[src/rtl/breakout_pkg.sv]
// Shared definitions for the breakout input path: button indices, default
// timing constants and the auto-repeat state encoding.
package breakout_pkg;

  localparam int unsigned BTN_LEFT   = 0;
  localparam int unsigned BTN_RIGHT  = 1;
  localparam int unsigned BTN_SELECT = 2;

  localparam int unsigned N_BTN_DEF           = 3;
  localparam int unsigned DEBOUNCE_CYCLES_DEF = 250_000;    // ~10 ms at 25.175 MHz
  localparam int unsigned REPEAT_DELAY_DEF    = 10_000_000;
  localparam int unsigned REPEAT_PERIOD_DEF   = 2_500_000;
  localparam logic [2:0]  REPEAT_EN_DEF       = 3'b011;     // paddle buttons only

  typedef enum logic [1:0] {
    RPT_IDLE   = 2'd0,
    RPT_DELAY  = 2'd1,
    RPT_REPEAT = 2'd2
  } rpt_state_t;

endpackage

[src/rtl/button_channel.sv]
// One button: 2-FF synchroniser, debounce filter, registered edge strobes
// and auto-repeat FSM.
//
// state      | meaning
// -----------|------------------------------------------------------------
// RPT_IDLE   | released, or held with repeat disabled; waiting for a press
// RPT_DELAY  | held; counting REPEAT_DELAY cycles to the first repeat
// RPT_REPEAT | held; pulsing every REPEAT_PERIOD cycles
module button_channel
  import breakout_pkg::*;
#(
  parameter int unsigned DEBOUNCE_CYCLES = DEBOUNCE_CYCLES_DEF,
  parameter int unsigned REPEAT_DELAY    = REPEAT_DELAY_DEF,
  parameter int unsigned REPEAT_PERIOD   = REPEAT_PERIOD_DEF,
  parameter bit          REPEAT_EN       = 1'b1
) (
  input  logic clk,
  input  logic rst,
  input  logic btn_raw,
  output logic btn_level,
  output logic btn_press,
  output logic btn_release,
  output logic btn_repeat
);

  localparam int unsigned DB_W    = $clog2(DEBOUNCE_CYCLES);
  localparam int unsigned RPT_MAX = (REPEAT_DELAY > REPEAT_PERIOD) ? REPEAT_DELAY : REPEAT_PERIOD;
  localparam int unsigned RPT_W   = $clog2(RPT_MAX);

  localparam logic [DB_W-1:0]  DB_TC  = DB_W'(DEBOUNCE_CYCLES - 1);
  localparam logic [RPT_W-1:0] DLY_TC = RPT_W'(REPEAT_DELAY - 1);
  localparam logic [RPT_W-1:0] PER_TC = RPT_W'(REPEAT_PERIOD - 1);

  logic            sync1, sync2, stable;
  logic [DB_W-1:0] db_cnt;

  always_ff @(posedge clk or posedge rst) begin
    if (rst) begin
      sync1  <= 1'b0;
      sync2  <= 1'b0;
      stable <= 1'b0;
      db_cnt <= '0;
    end else begin
      sync1 <= btn_raw;
      sync2 <= sync1;
      if (sync2 == stable) begin
        db_cnt <= '0;
      end else if (db_cnt == DB_TC) begin
        stable <= sync2;
        db_cnt <= '0;
      end else begin
        db_cnt <= db_cnt + DB_W'(1);
      end
    end
  end

  // Edges are taken against the registered level so strobes line up with it.
  logic rise, fall;
  assign rise = stable & ~btn_level;
  assign fall = ~stable & btn_level;

  rpt_state_t       rpt_state, rpt_next;
  logic [RPT_W-1:0] rpt_cnt, rpt_cnt_next;
  logic             rep_pulse;

  always_comb begin
    rpt_next     = rpt_state;
    rpt_cnt_next = rpt_cnt;
    rep_pulse    = 1'b0;
    unique case (rpt_state)
      RPT_IDLE: begin
        if (rise) begin
          rep_pulse    = 1'b1;
          rpt_cnt_next = '0;
          if (REPEAT_EN) rpt_next = RPT_DELAY;
        end
      end
      RPT_DELAY: begin
        if (!stable) begin
          rpt_next = RPT_IDLE;
        end else if (rpt_cnt == DLY_TC) begin
          rep_pulse    = 1'b1;
          rpt_cnt_next = '0;
          rpt_next     = RPT_REPEAT;
        end else begin
          rpt_cnt_next = rpt_cnt + RPT_W'(1);
        end
      end
      RPT_REPEAT: begin
        if (!stable) begin
          rpt_next = RPT_IDLE;
        end else if (rpt_cnt == PER_TC) begin
          rep_pulse    = 1'b1;
          rpt_cnt_next = '0;
        end else begin
          rpt_cnt_next = rpt_cnt + RPT_W'(1);
        end
      end
      default: rpt_next = RPT_IDLE;
    endcase
  end

  always_ff @(posedge clk or posedge rst) begin
    if (rst) begin
      rpt_state   <= RPT_IDLE;
      rpt_cnt     <= '0;
      btn_level   <= 1'b0;
      btn_press   <= 1'b0;
      btn_release <= 1'b0;
      btn_repeat  <= 1'b0;
    end else begin
      rpt_state   <= rpt_next;
      rpt_cnt     <= rpt_cnt_next;
      btn_level   <= stable;
      btn_press   <= rise;
      btn_release <= fall;
      btn_repeat  <= rep_pulse;
    end
  end

endmodule

[src/rtl/button_conditioner.sv]
// Conditions the raw button pins for the game core: one independent
// button_channel per button.
module button_conditioner
  import breakout_pkg::*;
#(
  parameter int unsigned           N_BTN           = N_BTN_DEF,
  parameter int unsigned           DEBOUNCE_CYCLES = DEBOUNCE_CYCLES_DEF,
  parameter int unsigned           REPEAT_DELAY    = REPEAT_DELAY_DEF,
  parameter int unsigned           REPEAT_PERIOD   = REPEAT_PERIOD_DEF,
  parameter logic [N_BTN-1:0]      REPEAT_EN       = N_BTN'(REPEAT_EN_DEF)
) (
  input  logic             clk,
  input  logic             rst,
  input  logic [N_BTN-1:0] btn_raw,
  output logic [N_BTN-1:0] btn_level,
  output logic [N_BTN-1:0] btn_press,
  output logic [N_BTN-1:0] btn_release,
  output logic [N_BTN-1:0] btn_repeat
);

  for (genvar i = 0; i < N_BTN; i++) begin : g_chan
    button_channel #(
      .DEBOUNCE_CYCLES (DEBOUNCE_CYCLES),
      .REPEAT_DELAY    (REPEAT_DELAY),
      .REPEAT_PERIOD   (REPEAT_PERIOD),
      .REPEAT_EN       (REPEAT_EN[i])
    ) u_chan (
      .clk         (clk),
      .rst         (rst),
      .btn_raw     (btn_raw[i]),
      .btn_level   (btn_level[i]),
      .btn_press   (btn_press[i]),
      .btn_release (btn_release[i]),
      .btn_repeat  (btn_repeat[i])
    );
  end

endmodule

[config.mk]
export PLATFORM = sky130hd
export DESIGN_NAME = button_conditioner
export DESIGN_NICKNAME = d
export VERILOG_FILES = /design/src/rtl/breakout_pkg.sv /design/src/rtl/button_channel.sv /design/src/rtl/button_conditioner.sv
export SDC_FILE = /design/constraint.sdc
export NUM_CORES = 1
export LEC_CHECK = 0
export CAP_MARGIN = 10
export CORE_ASPECT_RATIO = 0.8
export CORE_UTILIZATION = 60
export DETAILED_ROUTE_END_ITERATION = 8
export GPL_ROUTABILITY_DRIVEN = 0
export PLACE_DENSITY = 0.78
export SKIP_LAST_GASP = 1
export SLEW_MARGIN = 20
export SYNTH_ARGS = -nofsm -noshare
export SYNTH_HDL_FRONTEND = slang
export SYNTH_SLANG_ARGS = --single-unit
export TNS_END_PERCENT = 5
[constraint.sdc]
create_clock -name clk -period 8.2 [get_ports clk]
set_clock_uncertainty 0.1 [all_clocks]
set_input_delay 1.23 -clock clk [delete_from_list [all_inputs] [get_ports clk]]
set_output_delay 1.23 -clock clk [all_outputs]
set_load 0.01 [all_outputs]
## After elaboration in Yosys (flattened, before gate mapping)

Index checks and enable logic that the tools add are counted.

- Register bits after elaboration: 153
- Latch bits: 0
- Memory bits (writable): 0
- Bits in read-only memories: 0
- Output and inout bits: 12
- Memories: 0

- $add $sub $neg: 6
- $mul: 0
- Div/mod/pow operators: 0
- Magnitude comparators: 0
- Equal/unequal tests: 33
- Shifts and indexed selects: 0
- Muxes and demuxes: 56
- Bitwise gates (word level): 16
- Reductions and logical operators: 15

Operator list:

| cell | number |
|---|---|
| $mux W24 | 15 |
| $pmux W24 S3 | 3 |
| $mux W18 | 6 |
| $add A24 B1 Y24 const B | 3 |
| $eq A24 B22 Y1 const B | 3 |
| $eq A24 B24 Y1 const B | 3 |
| $add A18 B1 Y18 const B | 3 |
| $eq A18 B18 Y1 const B | 3 |
| $mux W2 | 11 |
| $ne A2 B1 Y1 const B | 9 |
| $pmux W2 S3 | 3 |
| $mux W1 | 15 |
| $reduce_and A4 Y1 | 3 |
| $not A1 Y1 | 10 |
| $ne A3 B3 Y1 const B | 3 |
| $pmux W1 S3 | 3 |
| $reduce_and A3 Y1 | 3 |
| $reduce_bool A3 Y1 | 3 |
| $and A1 B1 Y1 | 6 |
| $eq A2 B1 Y1 const B | 3 |
| $eq A2 B2 Y1 const B | 3 |
| $logic_not A2 Y1 | 3 |
| $ne A2 B2 Y1 const B | 3 |
| $reduce_and A2 Y1 | 3 |
| $eq A1 B1 Y1 | 3 |

## Longest topological paths before layout

Gate-level depths: netlist of run 1.

- Word-level depth: 4
- Depth in mapped cells: 10
- Mapped depth without buffers: 7

## Hierarchy

A second synthesis of run 1 with hierarchy kept.

- Cell total of the unflattened synthesis: 666
- Area, all modules: 6,495.0 µm²

By module, submodules not included:

| module | instances | cells an instance | area each (µm²) |
|---|---|---|---|
| button_channel at g_chan[0].u_chan | 1 | 296 | 2,763.9 |
| button_channel at g_chan[1].u_chan | 1 | 269 | 2,623.8 |
| button_channel at g_chan[2].u_chan | 1 | 101 | 1,107.3 |

## Worst setup path after synthesis of run 1

No wires, ideal clock.

- Path kind: reg-to-reg
- From: reg g_chan[1].u_chan.rpt_state[0]
- To: reg g_chan[1].u_chan.rpt_cnt[11]
- Library setup time: 0.132 ns
- Arrival time: 2.374 ns
- Slack: 5.594 ns
- Stages on the path, launching flop included: 11
- Buffers on the path: 3
- Clock period less this slack: 2.606 ns
- Path through: dfrtp_1 > inv_1 > ha_1 > clkbuf_1 > o21bai_1 > a21oi_1 > or2_2 > clkbuf_1 > nor3_1 > clkbuf_1 > nor2_1

- Word-level cells in the longest chain between the ends: 3
- Elaborated cells between the ends (all ways): 9

RTL lines:

| item | line | source |
|---|---|---|
| start: declaration | button_channel.sv:62 | `rpt_state_t rpt_state, rpt_next;` |
| start signal: assignment | button_channel.sv:112 | `rpt_state <= rpt_next;` |
| $eq A2 B2 Y1 (tied with other cells) | button_channel.sv:70 | `unique case (rpt_state)` |
| $ne A2 B1 Y1 (no line) / $reduce_bool A3 Y1 (equally long branches) | -- |  |
| $reduce_and A4 Y1 (no line) | -- |  |
| end signal: assignment | button_channel.sv:113 | `rpt_cnt <= rpt_cnt_next;` |
| end: declaration | button_channel.sv:63 | `logic [RPT_W-1:0] rpt_cnt, rpt_cnt_next;` |

Parallel ways exist; a longest one is shown, timed or not.
A chain may end at the register's enable or synchronous reset.

## Final worst setup path of run 1

- From: reg g_chan[0].u_chan.rpt_cnt[11]
- To: reg g_chan[0].u_chan.rpt_cnt[15]

- Word-level cells in the longest chain between the ends: 4
- Elaborated cells between the ends (all ways): 8

RTL lines:

| item | line |
|---|---|
| start: declaration | button_channel.sv:63 |
| start signal: assignment | button_channel.sv:113 |
| $add A24 B1 Y24 (tied with other cells) | button_channel.sv:86, button_channel.sv:96 |
| $mux W24 (on tied branches) | button_channel.sv:92, button_channel.sv:81 |
| $mux W24 (on tied branches) | button_channel.sv:90, button_channel.sv:79 |
| $pmux W24 S3 (*) | button_channel.sv:70 |

Mark *: on every way between the ends. The rest lies on a longest branch, timed or not. The select of a mux whose other input is x is not followed.

==> flow_summary.toml, run 1 <==
[pwr]
pwr-share-clk = 0.518
pwr-share-seq = 0.464
sw_frac_of_total = 0.205
p_comb_frac = 0.018
peakVddDrop_uv = 150
leakagePower_uw = 0.00301
cellInternalPower_uw = 1080
switchingPower_uw = 280
power_density_nw_per_um2 = 186

[clock_tree]
ctsHoldBuffers = 0
cts_tree = "built"
cts_resized = 0
cts_root_buffer = "clkbuf_16"
clkLatencyLatePin_ps = 420
clk_pin_slew_worst_paths_ps = 50
cts_setup_buffers = 0
htree_levels = 4
cts_sinks = 126
numCtsBuffers = 17
clk_path_buf_depth = 2

[timing]
timing.final.ws_setup_ps = 5140
tns_ps = 0
setup_viol = 0
max_freq_mhz = 327
period_share = 0.373
hold_violations = 0
rsz0062_at_grt = "no"
maxSlewHeadroom = 0.275
period_minus_slack_ps = 3060
worstMarginPinSlew_ps = 1090
drv_slew = 0

[worst_hold_path]
hold_path.class = "reg -> reg"

[yosys]
ys_warn_count = 0
syn_area_per_cell_um2 = 9.43
syn-num-nets = 716
synth_area_leaders = "dfrtp_1 (48%), xnor2_1 (5.5%), nor2_1 (5.1%)"
synthArstFlopShare = 1.00
syn_area_um2 = 6580
synth_ff_type = "dfrtp_1"
synthCells = 698
synth-seq-cells = 126
yosysTopAreaCell = "dfrtp_1"
ys_types = 48
synth_top_area_share = 0.479
synth_edf_count = 0
synth-seq-area-share = 0.479

[die]
die_w_um = 119
dieArea_um2 = 11400
core_um2 = 10400
row_count = 33
ios = 17
die_h_um = 95.7
start_util = 0.630

[final_layout]
area_delta_synth_final_pct = 11.3
final_nets = 718
antenna_cells = 0
final_layout_size_suffix_gt1_frac = 0.0634
fillers = 768

[critical_path]
crit_path_top_delay_cell = "o21ai_2"
critPathRequiredTime_ps = 8330
critPathLaunchType = "flop"
crit_type = "reg -> reg"
crit_chain = "nor4_1, a41oi_1, o21ai_2, a22oi_1"
crit_fanout = 23
critPathCaptureType = "flop"
cp.arrival_ps = 3200
slowest_delay_ps = 930

[routing]
dr.pass1.iters = 5
drt-initial-drc-count = 425
wl_per_cell_um = 16.1
vias = 5168
via_per_inst = 6.08
remaining_drc_errors = 0
ant_nets = 0
wirelength_um = 13700

[global_routing]
overflow = 0
grt_max_degree = 75
grt_pass1_wl_um = 23700
grt_pass1_vias = 5096
grt_usage = 0.265
antenna_found_initial = 0

[placement]
pre_cts_ws_ps = 4950
hpwlAfterDp_um = 8870
port_buffers = 16

[run]
cap_violations = 0

[run_status]
status = "completed"
==> critical path, delay by kind of cell (launching register included) <==
family           cells  cell delay (ps)
flip-flops           1              460
AO/OA/AOI/OAI        3             1720
AND/OR/NAND/NOR      1              590
==> through the flow <==
step	total power [uW]	hold slack (ps)	instance area (um^2)	util	cells
floorplan	660	231	6580	-	698
global placement	667	234	6770	0.648	821
detailed placement	668	236	6770	0.648	821
CTS	1370	247	7320	0.701	850
global route	1410	259	7330	0.702	850
finish	1360	246	7330	0.702	850
==> synth_stat cells, types with 3 or more instances <==
cell type,instances
dfrtp_1,126
nor2_1,89
nand2_1,65
xnor2_1,41
nand3_1,39
inv_1,28
xor2_1,27
clkbuf_1,22
or3_1,22
a21oi_1,20
nor4_1,20
o211ai_1,16
o21ai_0,16
nor3_1,15
buf_4,13
ha_1,13
nand4_1,13
o2111ai_1,13
and4_1,10
and3_1,9
nor2b_1,8
nor4b_1,8
nor4bb_1,7
a22oi_1,6
or2_2,6
or4_1,6
nand2b_1,5
mux2_2,3
o21ai_1,3
o311ai_0,3
==> worst paths after layout <==
path	startpoint	slack [ps]	end	depth (start not counted)
setup / recovery	g_chan[0].u_chan.rpt_cnt[11]	5140	g_chan[0].u_chan.rpt_cnt[15]	4
hold / removal	g_chan[2].u_chan.sync1	250	g_chan[2].u_chan.sync2	0
setup reg to reg	g_chan[0].u_chan.rpt_cnt[11]	5140	g_chan[0].u_chan.rpt_cnt[15]	4
hold reg to reg	g_chan[2].u_chan.sync1	250	g_chan[2].u_chan.sync2	0
max in group asynchronous	rst	5490	g_chan[1].u_chan.db_cnt[2]	3
min in group asynchronous	rst	1160	g_chan[0].u_chan.db_cnt[9]	2
==> cells by family after synthesis <==
group	share of synthesized area
AO/OA/AOI/OAI	0.0941
XOR/XNOR	0.0905
adder cells (fa/ha/maj)	0.0247
buffers and inverters	0.0448
flip-flops	0.479
multiplexers	0.00513
AND/OR/NAND/NOR	0.262
==> state kept, by name, indices dropped and copies added (netlist names) <==
register and count:
g_chan.u_chan.btn_repeat 2, g_chan.u_chan.btn_level 3, g_chan.u_chan.db_cnt 54, g_chan.u_chan.sync1 3
g_chan.u_chan.stable 3, g_chan.u_chan.rpt_cnt 48, g_chan.u_chan.btn_release 3, g_chan.u_chan.rpt_state 4
g_chan.u_chan.sync2 3, g_chan.u_chan.btn_press 3
==> power groups by stage <==
stage	clock network (uW)	registers, uW	logic [uW]
finish	706	632	24.7
global route	744	632	29.8
CTS	716	632	26.0
detailed placement	0	642	25.8
global placement	0	642	25.0
floorplan	0	641	18.7
==> metal layers <==
metal | vias up | part of all wire | track usage
li1 | 2475 | - | -
met1 | 2511 | 0.46 | 0.351
met2 | 164 | 0.47 | 0.425
met3 | 18 | 0.054 | 0.0581
met4 | 0 | 0.012 | 0.119
met5 | - | 0 | 0
==> cell usage in the layout, fill, tap and decap left out, drive strengths merged, types with 7 or more instances in the layout <==
cell type	count
a21oi	20
and3	9
and4	10
clkbuf	23
clkdlybuf4s50	16
dfrtp	126
ha	13
inv	28
nand2	65
nand3	39
nand4	13
nor2	89
nor2b	8
nor3	15
nor4	20
nor4b	8
nor4bb	7
o2111ai	13
o211ai	16
o21ai	19
or3	22
xnor2	41
xor2	27
==> cell type report <==
| class | count | area [um^2] | share of cell area |
|---|---|---|---|
| clock inverter | 6 | 60.1 | 0.00819 |
| clock buffer | 23 | 498 | 0.0679 |
| sequential | 126 | 3150 | 0.430 |
| timing repair buffer | 20 | 190 | 0.0259 |
| inverter | 28 | 108 | 0.0147 |
| multi-input combinational | 507 | 3150 | 0.429 |
| tap | 140 | 175 | 0.0239 |
Power figures use the tool's default switching activity.
==> inputs of run 2 (changes only) <==
--- a/config.mk
+++ b/config.mk
@@ -7,10 +7,10 @@
 export LEC_CHECK = 0
 export CAP_MARGIN = 10
 export CORE_ASPECT_RATIO = 0.8
-export CORE_UTILIZATION = 60
+export CORE_UTILIZATION = 56
 export DETAILED_ROUTE_END_ITERATION = 8
 export GPL_ROUTABILITY_DRIVEN = 0
-export PLACE_DENSITY = 0.78
+export PLACE_DENSITY = 0.76
 export SKIP_LAST_GASP = 1
 export SLEW_MARGIN = 20
 export SYNTH_ARGS = -nofsm -noshare
==> constraint.sdc (replaced) <==
create_clock -name clk -period 2.5 [get_ports clk]
set_clock_uncertainty 0.1 [all_clocks]
set_input_delay 0.375 -clock clk [delete_from_list [all_inputs] [get_ports clk]]
set_output_delay 0.375 -clock clk [all_outputs]
set_load 0.01 [all_outputs]
==> flow_summary.toml, run 2 (synthesis results as in run 1) <==
[run_status]
status = "complete, but fails checks"
failed_checks = "negative setup slack"

[clock_tree]
cts_root_buffer = "clkbuf_16"
numCtsBuffers = 17
cts_sinks = 126
clkLatencyLatePin_ps = 420
clk_pin_slew_worst_paths_ps = 50
clk_path_buf_depth = 2
htree_levels = 4
cts_tree = "built"

[global_routing]
grt_max_degree = 127
grt_usage = 0.256
overflow = 0
antenna_found_initial = 0
grt_pass1_wl_um = 24200
grt_pass1_vias = 5038

[pwr]
power_density_nw_per_um2 = 647
leakagePower_uw = 0.00321
peakVddDrop_uv = 546

[routing]
wl_per_cell_um = 16.1
wirelength_um = 14300
via_per_inst = 5.91
drt-initial-drc-count = 447
ant_nets = 0
dr.pass1.iters = 5
remaining_drc_errors = 0
vias = 5260

[timing]
rsz0062_at_grt = "yes"
period_minus_slack_ps = 2520
drv_slew = 0
period_share = 1.01
worstMarginPinSlew_ps = 704
setup_viol = 3
timing.final.ws_setup_ps = -17.6
holdWs_ps = 247
hold_violations = 0
max_freq_mhz = 397
maxSlewHeadroom = 0.527

[die]
core_um2 = 11500
row_count = 35
dieArea_um2 = 12200
die_h_um = 99.0
die_w_um = 123
start_util = 0.574
ios = 17

[placement]
post-place-cells = 858
placed_cell_area_um2 = 7000
port_buffers = 16
hpwlAfterDp_um = 9380

[critical_path]
crit_start = "g_chan[1].u_chan.rpt_state[0]"
critPathCaptureType = "flop"
r2r_setup_slack_ps = -20
crit_fanout = 3
worstReg2RegEnd = "g_chan[1].u_chan.rpt_cnt[17]"
crit_type = "reg -> reg"
cp.arrival_ps = 2760
r2r_start = "g_chan[1].u_chan.rpt_state[0]"
r2r_cells = 6
critPathRequiredTime_ps = 2740
critPathLaunchType = "flop"

[final_layout]
area_delta_synth_final_pct = 16.8
fin_util = 0.670
final_cell_mix = "dfrtp_1 (126), nor2_1 (88), nand2_1 (65)"
final_layout_size_suffix_gt1_frac = 0.105
fillers = 851
final_nets = 747
final_cells = 890
reg_top3 = "g_chan.u_chan.db_cnt (54), g_chan.u_chan.rpt_cnt (48), g_chan.u_chan.rpt_state (4)"
final_common_cell = "dfrtp_1"
largest_reg_flops = 54
antenna_cells = 0
regMostFlops = "g_chan.u_chan.db_cnt"
design_area_um2 = 7690

[worst_hold_path]
hold_path.class = "reg -> reg"
worstHoldStart = "g_chan[0].u_chan.sync1"
whs_path_depth = 0
hold_path_end = "g_chan[0].u_chan.sync2"

[run]
cap_violations = 0
-- run 2: layer usage --
metal  part of all wire  vias up  GRT usage
met1               0.46     2555      0.344
li1                   -     2534          -
met3              0.044       29     0.0666
met2               0.47      142      0.398
met5                  0        -          0
met4              0.020        0     0.0955
-- run 2: metrics by stage --
stage / power [uW] / setup TNS (ps) / worst slack, ps
final: 4970 / -48.0 / -17.6
after global routing: 5110 / -1810 / -113
after CTS: 5000 / -43.3 / -21.6
after detailed placement: 2200 / -98.7 / -49.0
after global placement: 2190 / 0 / 51.6
after floorplan: 2170 / -1150 / -106
-- run 2: what timing repair did --
action | in CTS | in global routing
gates resized for setup | 2 | 1
hold buffers | 0 | 0
buffers inserted | 0 | 0
cloned | 0 | 0
setup endpoints to repair | 12 | 27
-- run 2: cell type report --
class | count | area (um^2) | area share
sequential | 126 | 3150 | 0.410
multi-input combinational | 507 | 3150 | 0.409
clock buffer | 23 | 498 | 0.0647
timing repair buffer | 49 | 420 | 0.0547
tap | 148 | 185 | 0.0241
clock inverter | 9 | 179 | 0.0233
inverter | 28 | 109 | 0.0142
-- run 2: critical path: stages (launching register included) --
cell	delay, ps
dfrtp_1	380
ha_1	240
or4b_1	530
or4_4	550
buf_4	150
or3_1	340
a21oi_1	150
-- run 2: report_power, final --
part           switching, uW  leakage, uW  internal (uW)
sequential              14.0      0.00174           2060
clock                    909     0.000326           1900
combinational           64.1      0.00114           25.0
total                    987      0.00321           3980
-- run 2: worst max-delay path by stage --
stage          depth (start not counted)                      endpoint
4_1_cts                                6  g_chan[1].u_chan.rpt_cnt[17]
3_3_place_gp                           6  g_chan[1].u_chan.rpt_cnt[21]
6_report                               6  g_chan[1].u_chan.rpt_cnt[17]
2_1_floorplan                         10  g_chan[1].u_chan.rpt_cnt[11]
5_1_grt                               10  g_chan[1].u_chan.rpt_cnt[16]
3_5_place_dp                           6  g_chan[1].u_chan.rpt_cnt[17]
==> inputs of run 3 (changes only) <==
--- a/config.mk
+++ b/config.mk
@@ -6,8 +6,10 @@
 export NUM_CORES = 1
 export LEC_CHECK = 0
 export CAP_MARGIN = 10
+export CELL_PAD_IN_SITES_DETAIL_PLACEMENT = 0
+export CELL_PAD_IN_SITES_GLOBAL_PLACEMENT = 1
 export CORE_ASPECT_RATIO = 0.8
-export CORE_UTILIZATION = 56
+export CORE_UTILIZATION = 44
 export DETAILED_ROUTE_END_ITERATION = 8
 export GPL_ROUTABILITY_DRIVEN = 0
 export PLACE_DENSITY = 0.76
==> flow_summary.toml, run 3 (synthesis results as in run 1) <==
[routing]
wl_per_cell_um = 14.5
ant_nets = 0
drt-initial-drc-count = 373
via_per_inst = 5.54
wirelength_um = 13500
vias = 5179
dr.pass1.iters = 7
remaining_drc_errors = 5

[critical_path]
critPathLaunchType = "flop"
crit_fanout = 5
critPathCaptureType = "flop"
cp.arrival_ps = 2720
crit_type = "reg -> reg"
critPathRequiredTime_ps = 2750

[die]
core_um2 = 14400
die_w_um = 139
dieArea_um2 = 15500
die_h_um = 111
ios = 17
start_util = 0.456
row_count = 39

[clock_tree]
cts_tree = "built"
cts_sinks = 126
clk_pin_slew_worst_paths_ps = 60
htree_levels = 4
ctsHoldBuffers = 0
clk_path_buf_depth = 2
numCtsBuffers = 17
cts_root_buffer = "clkbuf_16"
clkLatencyLatePin_ps = 420
cts_setup_buffers = 0
cts_resized = 1

[final_layout]
final_layout_size_suffix_gt1_frac = 0.116
final_cell_mix = "dfrtp_1 (126), nor2_1 (89), nand2_1 (65)"
final_common_cell = "dfrtp_1"
final_nets = 756
regMostFlops = "g_chan.u_chan.db_cnt"
regArea_um2 = 3150
fillers = 1302
antenna_cells = 0
reg_top3 = "g_chan.u_chan.db_cnt (54), g_chan.u_chan.rpt_cnt (48), g_chan.u_chan.rpt_state (4)"
final_cells = 934
area_delta_synth_final_pct = 17.6
design_area_um2 = 7740
largest_reg_flops = 54
multiInputGateArea_um2 = 3150

[run]
cap_violations = 0

[timing]
setup_viol = 0
hold_violations = 0
worstMarginPinSlew_ps = 709
drv_slew = 0
rsz0062_at_grt = "yes"
max_freq_mhz = 405
holdWs_ps = 172
maxSlewHeadroom = 0.524
period_minus_slack_ps = 2470
period_share = 0.988

[pwr]
peakVddDrop_uv = 461
leakagePower_uw = 0.00322
power.total_uw = 4620
power_density_nw_per_um2 = 596

[global_routing]
grt_pass1_vias = 5070
overflow = 0
grt_max_degree = 54
grt_usage = 0.196
grt_pass1_wl_um = 24300
antenna_found_initial = 0

[run_status]
status = "complete, but fails checks"
failed_checks = "design-rule violations"

[placement]
hpwlAfterDp_um = 9470
port_buffers = 16
placed_cell_area_um2 = 7130
post-place-cells = 903

[worst_hold_path]
hold_path.class = "in -> async"
## run 3: cell count changes in the layout (fill, tap and decap cells not counted), sizes merged
| cell | delta |
|---|---|
| buf | +9 |
| bufinv | -3 |
| clkbuf | -1 |
| clkinv | +2 |
| clkinvlp | +1 |
## run 3: path summary, 6_finish.rpt
kind                                          startpoint                            to  slack (ps)  cells past startpoint
max in group asynchronous                            rst    g_chan[2].u_chan.btn_level        1560                      3
min                                                  rst   g_chan[0].u_chan.db_cnt[15]         170                      2
min reg2reg                       g_chan[2].u_chan.sync1        g_chan[2].u_chan.sync2         250                      0
min in group clk                  g_chan[2].u_chan.sync1        g_chan[2].u_chan.sync2         250                      0
max                        g_chan[1].u_chan.rpt_state[0]  g_chan[1].u_chan.rpt_cnt[23]          30                      5
max reg2reg                g_chan[1].u_chan.rpt_state[0]  g_chan[1].u_chan.rpt_cnt[23]          30                      5
## run 3: layout make-up
cell class,instances,share of cell area
tap,184,0.0297
multi-input combinational,507,0.407
clock inverter,9,0.0142
inverter,28,0.0141
sequential,126,0.407
clock buffer,22,0.0626
timing repair buffer,58,0.0647
## run 3: routing by layer
layer,vias to the layer above,track usage,share of wire
li1,2554,-,-
met1,2484,0.274,0.50
met2,120,0.293,0.44
met3,21,0.0512,0.045
met4,0,0.0719,0.015
met5,-,0,0
## run 3: critical path: stages, from the launching register on
cell,delay [ps]
dfrtp_1,380
ha_1,220
or4b_1,510
or4_4,560
or4_1,470
a21oi_1,150
## run 3: power breakdown
group / internal, uW / total [uW] / switching (uW)
Sequential: 2060 / 2070 / 13.0
Combinational: 28.8 / 93.6 / 64.7
Clock: 1560 / 2450 / 888
Total: 3650 / 4620 / 966
## run 3: per-stage QoR
stage | TNS [ps] | utilization | worst slack, ps
finish | 0 | 0.536 | 29.8
global route | -757 | 0.536 | -94.7
CTS | 0 | 0.535 | 7.40
detailed placement | -25.1 | 0.494 | -25.1
global placement | 0 | 0.494 | 12.0
floorplan | -1150 | - | -106
